File: src/rtl/imem_access_ctrl_if.sv
// Fetch and loader request bus seen by the instruction memory access controller.
interface imem_access_ctrl_if;
  logic        if_req;
  logic [31:0] if_addr;
  logic        if_gnt;
  logic        if_rvalid;
  logic [31:0] if_rdata;
  logic        ld_req;
  logic [31:0] ld_addr;
  logic [31:0] ld_wdata;
  logic        ld_gnt;
  logic        ld_done;

  // Controller side
  modport slave (
    input  if_req, if_addr, ld_req, ld_addr, ld_wdata, ld_done,
    output if_gnt, if_rvalid, if_rdata, ld_gnt
  );

  // Fetch stage / loader side
  modport master (
    output if_req, if_addr, ld_req, ld_addr, ld_wdata, ld_done,
    input  if_gnt, if_rvalid, if_rdata, ld_gnt
  );
endinterface

File: src/rtl/imem_access_ctrl.sv
// Instruction memory access controller: loader-only BOOT phase, then RUN with
// loader priority and a bounded fetch starvation window.
module imem_access_ctrl #(
  parameter int unsigned DEPTH    = 64,
  parameter int unsigned MAX_WAIT = 4,
  parameter logic [31:0] NOP_WORD = 32'h0000_0013,
  localparam int unsigned AW      = $clog2(DEPTH)
) (
  input  logic                 clk,
  input  logic                 rst,
  imem_access_ctrl_if.slave    bus,
  output logic                 core_run,
  output logic                 addr_err,
  output logic                 mem_en,
  output logic                 mem_we,
  output logic [AW-1:0]        mem_addr,
  output logic [31:0]          mem_wdata,
  input  logic [31:0]          mem_rdata
);

  localparam int unsigned WW = $clog2(MAX_WAIT + 1);

  typedef enum logic {
    BOOT = 1'b0,
    RUN  = 1'b1
  } state_t;

  state_t        state_q, state_d;
  logic [WW-1:0] wait_q;
  logic          rvalid_q;
  logic          nop_q;
  logic          err_q;
  logic          if_gnt_c;
  logic          ld_gnt_c;
  logic          if_bad_c;
  logic          ld_bad_c;

  // Misaligned or beyond the last word of the array
  function automatic logic addr_bad(input logic [31:0] a);
    return (a[1:0] != 2'b00) || ({2'b00, a[31:2]} >= 32'(DEPTH));
  endfunction

  assign if_bad_c = addr_bad(bus.if_addr);
  assign ld_bad_c = addr_bad(bus.ld_addr);

  // Next state and arbitration; at most one grant, none while in reset
  always_comb begin
    state_d  = state_q;
    if_gnt_c = 1'b0;
    ld_gnt_c = 1'b0;
    case (state_q)
      BOOT: begin
        ld_gnt_c = bus.ld_req;
        if (bus.ld_done) state_d = RUN;
      end
      RUN: begin
        if ((wait_q == WW'(MAX_WAIT)) && bus.if_req) if_gnt_c = 1'b1;
        else if (bus.ld_req)                         ld_gnt_c = 1'b1;
        else if (bus.if_req)                         if_gnt_c = 1'b1;
      end
      default: state_d = BOOT;
    endcase
    if (rst) begin
      if_gnt_c = 1'b0;
      ld_gnt_c = 1'b0;
    end
  end

  assign bus.if_gnt = if_gnt_c;
  assign bus.ld_gnt = ld_gnt_c;

  // Memory strobe only for well-formed granted accesses; bad ones are consumed silently
  assign mem_en    = (if_gnt_c & ~if_bad_c) | (ld_gnt_c & ~ld_bad_c);
  assign mem_we    = ld_gnt_c;
  assign mem_addr  = ld_gnt_c ? bus.ld_addr[AW+1:2] : bus.if_addr[AW+1:2];
  assign mem_wdata = bus.ld_wdata;

  // State register
  always_ff @(posedge clk) begin
    if (rst) state_q <= BOOT;
    else     state_q <= state_d;
  end

  // Count consecutive RUN cycles a pending fetch was refused, saturating
  always_ff @(posedge clk) begin
    if (rst) begin
      wait_q <= '0;
    end else if (state_q == RUN) begin
      if (if_gnt_c)                                      wait_q <= '0;
      else if (bus.if_req && (wait_q != WW'(MAX_WAIT)))  wait_q <= wait_q + WW'(1);
    end
  end

  // Track the fetch whose data returns next cycle and whether it was a bad one
  always_ff @(posedge clk) begin
    if (rst) begin
      rvalid_q <= 1'b0;
      nop_q    <= 1'b0;
    end else begin
      rvalid_q <= if_gnt_c;
      nop_q    <= if_gnt_c & if_bad_c;
    end
  end

  // Sticky address error flag
  always_ff @(posedge clk) begin
    if (rst)                                                 err_q <= 1'b0;
    else if ((if_gnt_c & if_bad_c) | (ld_gnt_c & ld_bad_c))  err_q <= 1'b1;
  end

  // Reset squashes a read return already in flight
  assign bus.if_rvalid = rvalid_q & ~rst;
  assign bus.if_rdata  = bus.if_rvalid ? (nop_q ? NOP_WORD : mem_rdata) : 32'h0;
  assign core_run      = (state_q == RUN);
  assign addr_err      = err_q;

endmodule

File: src/flat_wrapper.sv
// flat-port wrapper written by rule: the top's interface ports become plain ports
module imem_access_ctrl_flat 
#(
  parameter int unsigned DEPTH    = 64,
  parameter int unsigned MAX_WAIT = 4,
  parameter logic [31:0] NOP_WORD = 32'h0000_0013,
  localparam int unsigned AW      = $clog2(DEPTH)
)
  (clk, rst, core_run, addr_err, mem_en, mem_we, mem_addr, mem_wdata, mem_rdata, bus_if_req, bus_if_addr, bus_ld_req, bus_ld_addr, bus_ld_wdata, bus_ld_done, bus_if_gnt, bus_if_rvalid, bus_if_rdata, bus_ld_gnt);
  imem_access_ctrl_if bus_i ();
  input  logic clk;
  input  logic rst;
  output logic core_run;
  output logic addr_err;
  output logic mem_en;
  output logic mem_we;
  output logic [AW-1:0] mem_addr;
  output logic [31:0] mem_wdata;
  input  logic [31:0] mem_rdata;
  input wire logic [$bits(bus_i.if_req)-1:0] bus_if_req;
  input wire logic [$bits(bus_i.if_addr)-1:0] bus_if_addr;
  input wire logic [$bits(bus_i.ld_req)-1:0] bus_ld_req;
  input wire logic [$bits(bus_i.ld_addr)-1:0] bus_ld_addr;
  input wire logic [$bits(bus_i.ld_wdata)-1:0] bus_ld_wdata;
  input wire logic [$bits(bus_i.ld_done)-1:0] bus_ld_done;
  output wire logic [$bits(bus_i.if_gnt)-1:0] bus_if_gnt;
  output wire logic [$bits(bus_i.if_rvalid)-1:0] bus_if_rvalid;
  output wire logic [$bits(bus_i.if_rdata)-1:0] bus_if_rdata;
  output wire logic [$bits(bus_i.ld_gnt)-1:0] bus_ld_gnt;
  assign bus_i.if_req = bus_if_req;
  assign bus_i.if_addr = bus_if_addr;
  assign bus_i.ld_req = bus_ld_req;
  assign bus_i.ld_addr = bus_ld_addr;
  assign bus_i.ld_wdata = bus_ld_wdata;
  assign bus_i.ld_done = bus_ld_done;
  assign bus_if_gnt = bus_i.if_gnt;
  assign bus_if_rvalid = bus_i.if_rvalid;
  assign bus_if_rdata = bus_i.if_rdata;
  assign bus_ld_gnt = bus_i.ld_gnt;
  imem_access_ctrl #(.DEPTH(DEPTH), .MAX_WAIT(MAX_WAIT), .NOP_WORD(NOP_WORD)) u_core (.clk(clk), .rst(rst), .bus(bus_i), .core_run(core_run), .addr_err(addr_err), .mem_en(mem_en), .mem_we(mem_we), .mem_addr(mem_addr), .mem_wdata(mem_wdata), .mem_rdata(mem_rdata));
endmodule
File: config.mk
export PLATFORM = sky130hd
export DESIGN_NAME = imem_access_ctrl_flat
export DESIGN_NICKNAME = d
export VERILOG_FILES = /design/src/rtl/imem_access_ctrl_if.sv /design/src/rtl/imem_access_ctrl.sv /design/src/flat_wrapper.sv
export SDC_FILE = /design/constraint.sdc
export NUM_CORES = 1
export LEC_CHECK = 0
export CAP_MARGIN = 25
export CORE_AREA = 2 2 80 82
export CTS_BUF_LIST = sky130_fd_sc_hd__clkbuf_16
export CTS_CLUSTER_DIAMETER = 60
export DETAILED_ROUTE_END_ITERATION = 16
export DIE_AREA = 0 0 82 84
export DONT_BUFFER_PORTS = 1
export GPL_TIMING_DRIVEN = 0
export RECOVER_POWER = 50
export SLEW_MARGIN = 10
export SYNTH_ARGS = -nofsm -noshare
export SYNTH_HDL_FRONTEND = slang
export SYNTH_SLANG_ARGS = --single-unit
File: constraint.sdc
create_clock -name clk -period 5.5 [get_ports clk]
set_input_delay 1.65 -clock clk [delete_from_list [all_inputs] [get_ports clk]]
set_output_delay 1.65 -clock clk [all_outputs]
set_load 0.02 [all_outputs]
==> results.yml <==
power:
  ir_drop_mv: 0.253
  p_per_area_nw_per_um2: 211
  power.leakage_nw: 0.448
finish:
  final_area_um2: 1090
  fillers: 725
  fin_nets: 291
  diodes: 0
  syn_to_final_growth_pct: 3.31
  drive_above_1_share: 0.135
clocking:
  tritoncts: "built"
  postCtsHoldBufs: 0
  cts_buffers: 3
  cts_resized: 0
  cts_max_path_buffers: 2
  htreeDepth: 1
  clkTransAtPathRegs_ps: 40
  cts.sinks: 7
  postCtsSetupRepairBufs: 0
  cts_root_buf: "clkbuf_16"
  insertion_delay_ps: 230
die:
  start_util: 0.174
  core_area_um2: 6100
  die-area_um2: 6890
  rows: 29
  ioPinCount: 210
  die_h_um: 84
  dieWidth_um: 82
setup_path:
  cp.arrival_ps: 2860
  path_class: "in -> out"
  crit_path_start_kind: "input pin"
  crit_required_ps: 3850
  end_kind: "primary output"
  crit_fanout: 9
synth:
  synth_seq_cells: 7
  yosysWarnings: 0
  synth_seq_area_share: 0.132
  synth_fp_nets: 286
  synth_cell_type_count: 28
  synth_top_area_share: 0.234
  netlist_instances: 151
  synth_top_area_cell: "buf_4"
  syn_avg_cell_area_um2: 7.02
  yosys-top-cells-area: "buf_4 23%, dfxtp_1 13%, and2_1 11%"
  netlist_area_um2: 1060
route:
  wire_per_inst_um: 16.7
  drt_iter0_markers: 11
  drtPass1Iterations: 3
  ant_nets: 0
  drt_wl_total_um: 3870
  drc_errors: 0
  via_per_inst: 4.44
  vias: 1030
global_routing:
  grt_use_total: 0.0950
  grt_max_degree: 11
  antenna_found_initial: 0
  grt_pass1_wl_um: 4840
  grt_pass1_vias: 967
  overflow: 0
timing:
  rsz0062_at_grt: "no"
  slew_headroom: 0.437
  clock_skew_ps: 2.06
  fin_crit_ps: 4510
  fmax_mhz: 222
  tightest_slew_ps: 838
  timing.final.crit_share: 0.820
  finalHoldViolCount: 0
  slew_viol_final: 0
  setup_viol: 0
  tns_ps: 0
placement:
  placed_area_um2: 1160
  place_congestion: 0.762
  portBuffers: 0
  hpwl_um: 3640
outcome:
  outcome: "finished, final reports clean"
flow_run:
  max-cap-violations: 0
hold_path:
  hp-class: "reg -> reg"
==> synth_stat cells (all sizes together) <==
cell type and instances:
buf 36, and2 29, nand2 20, nor2 14
nor4 12, dfxtp 7, inv 6, nand3 4
nor3 4, a21oi 3, nand4 3, o21ai 3
ha 2, nand2b 2, a21bo 1, a21boi 1
a21o 1, clkbuf 1, nand3b 1, nand4b 1
==> worst max-delay path, cell delays in order <==
cell and delay, ps:
clkbuf_1 170, nor3_1 730, a21o_1 310
==> sequential cells by signal, indices dropped and copies added (netlist names) <==
name,count
u_core.addr_err,1
u_core.core_run,1
u_core.nop_q,1
u_core.rvalid_q,1
u_core.wait_q,3
==> cell usage in the layout (no fill, tap or decap), drive strengths merged, types with 3 or more instances in the layout <==
cell type / count
nor3: 4
nor2: 14
clkbuf: 37
nor4: 12
buf: 3
inv: 7
nand4: 3
a21oi: 3
o21ai: 3
nand2: 20
and2: 29
dfxtp: 7
nand3: 4
==> layer usage <==
metal / up-vias / wire length, um / GRT usage
li1: 469 / - / -
met1: 440 / 1160 / 0.0816
met2: 119 / 2140 / 0.205
met3: 2 / 556 / 0.0195
met4: 0 / 13 / 0.0227
met5: - / 0 / 0
==> per-stage QoR <==
stage / setup slack [ps] / hold slack, ps / instances / power (mW) / utilization
after global routing: 873 / 528 / 232 / 0.240 / 0.180
after global placement: 1280 / 457 / 228 / 0.123 / 0.190
final: 987 / 474 / 232 / 0.231 / 0.180
after detailed placement: 1280 / 470 / 228 / 0.124 / 0.190
after CTS: 1280 / 473 / 232 / 0.245 / 0.203
after floorplan: 1390 / 446 / 151 / 0.117 / -
==> area by class of cell <==
class	instances	area, um2	area share
multi-input cells	101	594	0.543
flip-flops and latches	7	140	0.128
clock buffers	3	75.1	0.0686
clock inverters	1	3.75	0.00343
inverters	6	22.5	0.0206
well taps	77	96.3	0.0880
plain buffers	37	163	0.149
==> logic make-up after synthesis <==
group | share of synthesized area
AO/OA/AOI/OAI | 0.0519
adder cells (fa/ha/maj) | 0.0236
buffers and inverters | 0.295
flip-flops | 0.132
AND/OR/NAND/NOR | 0.497
==> report_power, final <==
| group | internal (mW) | total [mW] | switching (mW) |
|---|---|---|---|
| registers | 0.0531 | 0.0568 | 0.00367 |
| logic | 0.0140 | 0.0540 | 0.0399 |
| clock network | 0.0944 | 0.120 | 0.0255 |
| total | 0.161 | 0.231 | 0.0690 |
==> path summary, 6_finish.rpt <==
path | cells past startpoint | slack, ps | to | startpoint
worst max register to register | 4 | 3630 | u_core.addr_err$_SDFFE_PP0P_ | u_core.core_run$_SDFF_PP0_
worst max-delay path | 3 | 990 | mem_en | rst
worst min register to register | 2 | 470 | u_core.wait_q[1]$_SDFFE_PP0P_ | u_core.wait_q[1]$_SDFFE_PP0P_
worst min-delay path | 2 | 470 | u_core.wait_q[1]$_SDFFE_PP0P_ | u_core.wait_q[1]$_SDFFE_PP0P_
(Power assumes the default switching activity.)
